**src/rtl/fsm_arb_ctrl.sv**
```systemverilog
// Registered-output FSM arbiter: IDLE -> ARB -> OWN (bounded hold) -> LAST, grant 2 cycles after request.
// Winner selection is fixed lowest-index priority unless FAIR_RR_EN is defined (round-robin from last owner).
module fsm_arb_ctrl #(
  parameter int N       = 4,
  parameter int IDW     = 2,
  parameter int CW      = 8,
  parameter int MAXHOLD = 15
) (
  input  logic           clk,
  input  logic           rst_n,
  input  logic [N-1:0]   req,
  input  logic           done,
  output logic [N-1:0]   grant,
  output logic [IDW-1:0] gnt_id,
  output logic           busy,
  output logic           timeout
);

  localparam logic [1:0] IDLE = 2'd0;
  localparam logic [1:0] ARB  = 2'd1;
  localparam logic [1:0] OWN  = 2'd2;
  localparam logic [1:0] LAST = 2'd3;

  localparam logic [CW-1:0] HOLD_LAST = CW'(MAXHOLD - 1);
  localparam logic [N-1:0]  ONE_HOT0  = N'(1);

  logic [1:0]     state, nstate;
  logic [CW-1:0]  cnt, cnt_nxt;
  logic [IDW-1:0] last_owner, winner, id_nxt;
  logic           to_nxt;

  // gnt_id doubles as the owner register; it only changes on a successful arbitration.
`ifdef FAIR_RR_EN
  always_comb begin
    logic found;
    int   idx;
    winner = '0;
    found  = 1'b0;
    idx    = 0;
    for (int k = 0; k < N; k++) begin
      idx = (int'(last_owner) + 1 + k) % N;
      if (!found && req[idx]) begin
        winner = IDW'(idx);
        found  = 1'b1;
      end
    end
  end
`else
  always_comb begin
    winner = '0;
    for (int k = N - 1; k >= 0; k--) begin
      if (req[k]) winner = IDW'(k);
    end
  end

  logic unused_last_owner;
  assign unused_last_owner = ^last_owner;
`endif

  always_comb begin
    nstate  = state;
    cnt_nxt = cnt;
    id_nxt  = gnt_id;
    to_nxt  = 1'b0;
    case (state)
      IDLE: begin
        if (|req) nstate = ARB;
      end
      ARB: begin
        if (|req) begin
          nstate  = OWN;
          id_nxt  = winner;
          cnt_nxt = '0;
        end else begin
          nstate = IDLE;
        end
      end
      OWN: begin
        if (done || !req[gnt_id] || (cnt == HOLD_LAST)) begin
          nstate  = LAST;
          cnt_nxt = '0;
          // Timeout only when the limit alone ended the ownership.
          to_nxt  = !done && req[gnt_id];
        end else begin
          cnt_nxt = cnt + CW'(1);
        end
      end
      LAST: begin
        cnt_nxt = '0;
        nstate  = (|req) ? ARB : IDLE;
      end
      default: begin
        nstate  = IDLE;
        cnt_nxt = '0;
      end
    endcase
  end

  always_ff @(posedge clk or negedge rst_n) begin
    if (!rst_n) begin
      state      <= IDLE;
      cnt        <= '0;
      gnt_id     <= '0;
      last_owner <= IDW'(N - 1);
      grant      <= '0;
      busy       <= 1'b0;
      timeout    <= 1'b0;
    end else begin
      state   <= nstate;
      cnt     <= cnt_nxt;
      gnt_id  <= id_nxt;
      if (state == LAST) last_owner <= gnt_id;
      grant   <= (nstate == OWN) ? (ONE_HOT0 << id_nxt) : '0;
      busy    <= (nstate != IDLE);
      timeout <= to_nxt;
    end
  end

endmodule
```
**config.mk**
```make
export PLATFORM = sky130hd
export DESIGN_NAME = fsm_arb_ctrl
export DESIGN_NICKNAME = d
export VERILOG_FILES = /design/src/rtl/fsm_arb_ctrl.sv
export SDC_FILE = /design/constraint.sdc
export NUM_CORES = 1
export LEC_CHECK = 0
export ABC_AREA = 1
export BUFFER_PORTS_ARGS = -buffer_cell sky130_fd_sc_hd__clkbuf_2
export CAP_MARGIN = 10
export CORE_UTILIZATION = 58
export CTS_CLUSTER_DIAMETER = 60
export CTS_CLUSTER_SIZE = 28
export DETAILED_ROUTE_END_ITERATION = 7
export GPL_TIMING_DRIVEN = 0
export PLACE_DENSITY = 0.88
export SLEW_MARGIN = 10
export SYNTH_ARGS = -nofsm -noshare
export SYNTH_HDL_FRONTEND = slang
export SYNTH_SLANG_ARGS = --single-unit
```
**constraint.sdc**
```tcl
create_clock -name clk -period 2.3 [get_ports clk]
set_clock_uncertainty 0.2 [all_clocks]
set_input_delay 0.345 -clock clk [delete_from_list [all_inputs] [get_ports clk]]
set_output_delay 0.345 -clock clk [all_outputs]
set_load 0.1 [all_outputs]
```
==> flow_summary.html <==
<table>
<tr><th>Metric</th><th>Value</th></tr>
<tr><th colspan="2">Status</th></tr>
<tr><td>Outcome</td><td>finished, final reports clean</td></tr>
<tr><th colspan="2">CTS</th></tr>
<tr><td>CTS tree</td><td>done</td></tr>
<tr><td>Number of buffers created by CTS</td><td>3</td></tr>
<tr><td>H-tree depth</td><td>1</td></tr>
<tr><td>CTS sink cnt</td><td>18</td></tr>
<tr><td>Hold-fix buffers at CTS</td><td>1</td></tr>
<tr><td>Worst-skew pair later-pin latency</td><td>0.29 ns</td></tr>
<tr><td>CTS Root Cell</td><td>clkbuf_4</td></tr>
<tr><td>Setup bufs post-CTS</td><td>0</td></tr>
<tr><td>Post_cts resized</td><td>0</td></tr>
<tr><td>Clock Tree Buf Depth</td><td>2</td></tr>
<tr><td>Clock-pin slew on the worst setup and hold paths</td><td>approximately 0.1 ns</td></tr>
<tr><th colspan="2">Timing</th></tr>
<tr><td>Crit share post-route</td><td>0.7645</td></tr>
<tr><td>Minimum clock period after layout</td><td>between 1.5 and 2 ns</td></tr>
<tr><td>Setup total negative slack</td><td>0 ns</td></tr>
<tr><td>Final count of hold timing violations</td><td>0</td></tr>
<tr><td>Worst rel slew slack</td><td>0.6366</td></tr>
<tr><td>Setup repair after global routing missed its margin</td><td>no</td></tr>
<tr><td>Actual transition at the worst max-transition pin</td><td>~0.55 ns</td></tr>
<tr><td>Hold WS</td><td>between 0.1 and 0.15 ns</td></tr>
<tr><td>Setup-violating endpoint count in the final report</td><td>0</td></tr>
<tr><td>Achievable clock frequency</td><td>roughly 570 MHz</td></tr>
<tr><td>Final Max Tran Viols</td><td>0</td></tr>
<tr><th colspan="2">Logic synthesis</th></tr>
<tr><td>Most frequent cell after synthesis</td><td>nand2_1</td></tr>
<tr><td>Number of enable-type register cells in the synthesized netlist</td><td>0</td></tr>
<tr><td>Ranking of synthesized cells by area</td><td>dfrtp_1 47%, nand2_1 13%, inv_1 5.8%, nor2_2 4.5%, nand3_1 3.1%</td></tr>
<tr><td>Synthesized netlist cell count</td><td>120</td></tr>
<tr><td>Count of different cell masters after synthesis</td><td>22</td></tr>
<tr><td>Most used DFF post-synth</td><td>dfrtp_1</td></tr>
<tr><td>Synthesis-stage register bit count</td><td>18</td></tr>
<tr><td>Synth Warn #</td><td>0</td></tr>
<tr><td>Post-Synthesis Cell Area</td><td>slightly below 0.001 mm2</td></tr>
<tr><td>Async SR Flop Fraction</td><td>1.000</td></tr>
<tr><td>Library cell occupying the most area in the post-synthesis netlist</td><td>dfrtp_1</td></tr>
<tr><td>Mean cell area of the mapped netlist</td><td>between 8 and 9 um2</td></tr>
<tr><td>Commonest cells in the synthesized netlist</td><td>34 x nand2_1, 18 x dfrtp_1, 15 x inv_1, 7 x nor2_1, 7 x nor2_2</td></tr>
<tr><td>Top cell type's share of synthesized area</td><td>0.4657</td></tr>
<tr><td>Sequential cell area fraction in the yosys report</td><td>0.4657</td></tr>
<tr><td>Number of nets in the synthesized netlist</td><td>around 130</td></tr>
<tr><th colspan="2">Power</th></tr>
<tr><td>Power Dens Cells</td><td>between 1000 and 1500 mW/mm2</td></tr>
<tr><td>Worst VDD drop</td><td>approximately 860 uV</td></tr>
<tr><td>Leakage power total</td><td>roughly 0.57 nW</td></tr>
<tr><td>Tot Pwr</td><td>1.262 mW</td></tr>
<tr><th colspan="2">Placed design</th></tr>
<tr><td>Post-detail-place hpwl</td><td>between 1 and 1.5 mm</td></tr>
<tr><td>Routability-driven placement congestion ratio</td><td>roughly 0.81</td></tr>
<tr><td>Count of input and output buffers</td><td>14</td></tr>
<tr><td>Total cell area at the placement stage</td><td>between 0.001 and 0.0015 mm2</td></tr>
<tr><th colspan="2">Worst setup path</th></tr>
<tr><td>Worst Path Buf+Inv</td><td>1</td></tr>
<tr><td>Highest cell delay on the worst timing path</td><td>roughly 0.5 ns</td></tr>
<tr><td>CP cell instances</td><td>clkbuf_2</td></tr>
<tr><td>Arrival time of data at the critical path endpoint</td><td>between 1 and 1.5 ns</td></tr>
<tr><td>Master of the slowest instance on the critical path</td><td>clkbuf_2</td></tr>
<tr><td>Critical path start-end classification</td><td>reg -&gt; out</td></tr>
<tr><td>CP endpoint kind</td><td>primary output</td></tr>
<tr><td>Kind of start point of the critical path</td><td>flop</td></tr>
<tr><td>Reg-to-reg critical path startpoint</td><td>cnt[0]</td></tr>
<tr><td>Worst setup path start</td><td>gnt_id[0]</td></tr>
<tr><td>CP top delay family</td><td>buffers and inverters</td></tr>
<tr><td>Data required time of the critical path</td><td>~1.8 ns</td></tr>
<tr><td>Crit-path max FO</td><td>6</td></tr>
<tr><th colspan="2">Worst hold path</th></tr>
<tr><td>Min-Delay Startpoint</td><td>req[0]</td></tr>
<tr><td>Classification of the worst-slack hold path</td><td>in -&gt; reg</td></tr>
<tr><th colspan="2">Floorplan</th></tr>
<tr><td>Die span in y</td><td>42.84 um</td></tr>
<tr><td>Area of the core</td><td>approximately 0.0015 mm2</td></tr>
<tr><td>Total I/O pin count</td><td>15</td></tr>
<tr><td>Die Footprint</td><td>roughly 0.0018 mm2</td></tr>
<tr><td>Die extent in x</td><td>42.84 um</td></tr>
<tr><td>Starting density of the core</td><td>0.6346</td></tr>
<tr><td>Standard-cell rows</td><td>14</td></tr>
<tr><th colspan="2">GRT</th></tr>
<tr><td>Gr usage total</td><td>0.2251</td></tr>
<tr><td>Largest net degree at the start of global routing</td><td>19</td></tr>
<tr><td>Via count of the first global-routing pass</td><td>764</td></tr>
<tr><td>Total global routing overflow</td><td>0</td></tr>
<tr><td>Initial antenna violation count</td><td>0</td></tr>
<tr><td>First-pass GRT wire length</td><td>approximately 3.0 mm</td></tr>
<tr><th colspan="2">Routing</th></tr>
<tr><td>Mean routed wirelength per cell</td><td>~11 um</td></tr>
<tr><td>Remaining number of nets flagged by the antenna check after routing</td><td>0</td></tr>
<tr><td>Post-route DRC violation count</td><td>0</td></tr>
<tr><td>Detailed-router iteration count before antenna repair</td><td>4</td></tr>
<tr><td>Iteration-0 DRC Markers</td><td>11</td></tr>
<tr><td>Via density</td><td>slightly above 5</td></tr>
<tr><td>Total routed wirelength</td><td>1.726 mm</td></tr>
<tr><td>Via Count</td><td>around 810</td></tr>
<tr><th colspan="2">Final layout</th></tr>
<tr><td>Sequential standard cell area</td><td>about 450 um2</td></tr>
<tr><td>Number of filler instances in the final layout</td><td>132</td></tr>
<tr><td>Final-stage net count</td><td>149</td></tr>
<tr><td>Finished Cell Area</td><td>around 0.0011 mm2</td></tr>
<tr><td>Share of layout cells above drive strength 1</td><td>0.2806</td></tr>
<tr><td>Multi-input gate area</td><td>approximately 430 um2</td></tr>
<tr><td>Inserted Diodes</td><td>0</td></tr>
<tr><td>Layout overhead on the synthesized area</td><td>14.10%</td></tr>
<tr><th colspan="2">Job</th></tr>
<tr><td>Number of max-cap violations</td><td>0</td></tr>
</table>
[report_power, final]
group / total [mW] / leakage (nW) / internal [mW] / switching (mW)
Clock: 0.190 / 0.0210 / 0.0965 / 0.0939
Combinational: 0.654 / 0.311 / 0.134 / 0.520
Sequential: 0.418 / 0.238 / 0.373 / 0.0451
[metal layers]
metal,up-vias,track usage,part of all wire
met1,371,0.2556,0.42
met2,18,0.3818,0.52
met3,7,0.02979,0.019
met5,-,0,0
met4,0,0.1625,0.037
li1,409,-,-
[registers in the layout, summed over array words and instances (netlist names)]
name,count
busy,1
state,2
cnt,8
timeout,1
gnt_id,2
grant,4
[area by class of cell]
type | count | area share
inverters | 21 | 0.07143
flip-flops and latches | 18 | 0.4082
clock buffers | 4 | 0.03288
well taps | 16 | 0.01814
multi-input cells | 80 | 0.3923
repair buffers | 15 | 0.07256
plain buffers | 1 | 0.004535
[cell usage in the layout, fill, tap and decap left out]
| master | Yosys | final |
|---|---|---|
| nand2_1 | 34 | 34 |
| dfrtp_1 | 18 | 18 |
| inv_1 | 15 | 15 |
| clkbuf_2 | 0 | 14 |
| nor2_1 | 7 | 7 |
| nor2_2 | 7 | 7 |
| inv_2 | 6 | 6 |
| nand3_1 | 6 | 6 |
| o21ai_1 | 6 | 6 |
| xor2_1 | 3 | 3 |
| clkbuf_4 | 0 | 3 |
| nor2_4 | 2 | 2 |
| nand2_2 | 2 | 2 |
| nand4_1 | 2 | 2 |
| o22ai_1 | 2 | 2 |
| ha_1 | 2 | 2 |
| o211ai_1 | 1 | 1 |
| o21ai_2 | 1 | 1 |
| buf_2 | 1 | 1 |
| a21oi_1 | 1 | 1 |
| nand3_4 | 1 | 1 |
| nand2_4 | 1 | 1 |
| nor3_1 | 1 | 1 |
| xnor2_1 | 1 | 1 |
| clkbuf_8 | 0 | 1 |
| dlygate4sd3_1 | 0 | 1 |
[stage by stage]
step                      utilization  worst slack, ns  cells
after floorplan                     -           0.3525    120
after global placement         0.6938           0.6659    150
after detailed placement       0.6938           0.5859    150
after CTS                      0.7241           0.5275    155
after global routing           0.7241           0.4801    155
final                          0.7241           0.5417    155
[final timing paths]
path / cells past startpoint / to / slack (ns)
worst max-delay path: 1 / gnt_id[0] / 0.54
worst min-delay path: 3 / busy / 0.10
worst max register to register: 9 / grant[3] / 0.58
worst min register to register: 1 / cnt[0] / 0.33
max in group asynchronous: 2 / grant[3] / 1.28
min in group asynchronous: 2 / cnt[2] / 0.32
[kinds of logic (layout without fill, tap and decap cells)]
family	Yosys count	count (layout)	synth area share
adder cells (fa/ha/maj)	2	2	0.02587
flip-flops	18	18	0.4657
AND/OR/NAND/NOR	63	63	0.3195
buffers and inverters	22	41	0.08666
XOR/XNOR	4	4	0.03623
AO/OA/AOI/OAI	11	11	0.06598
(Power assumes the default switching activity.)
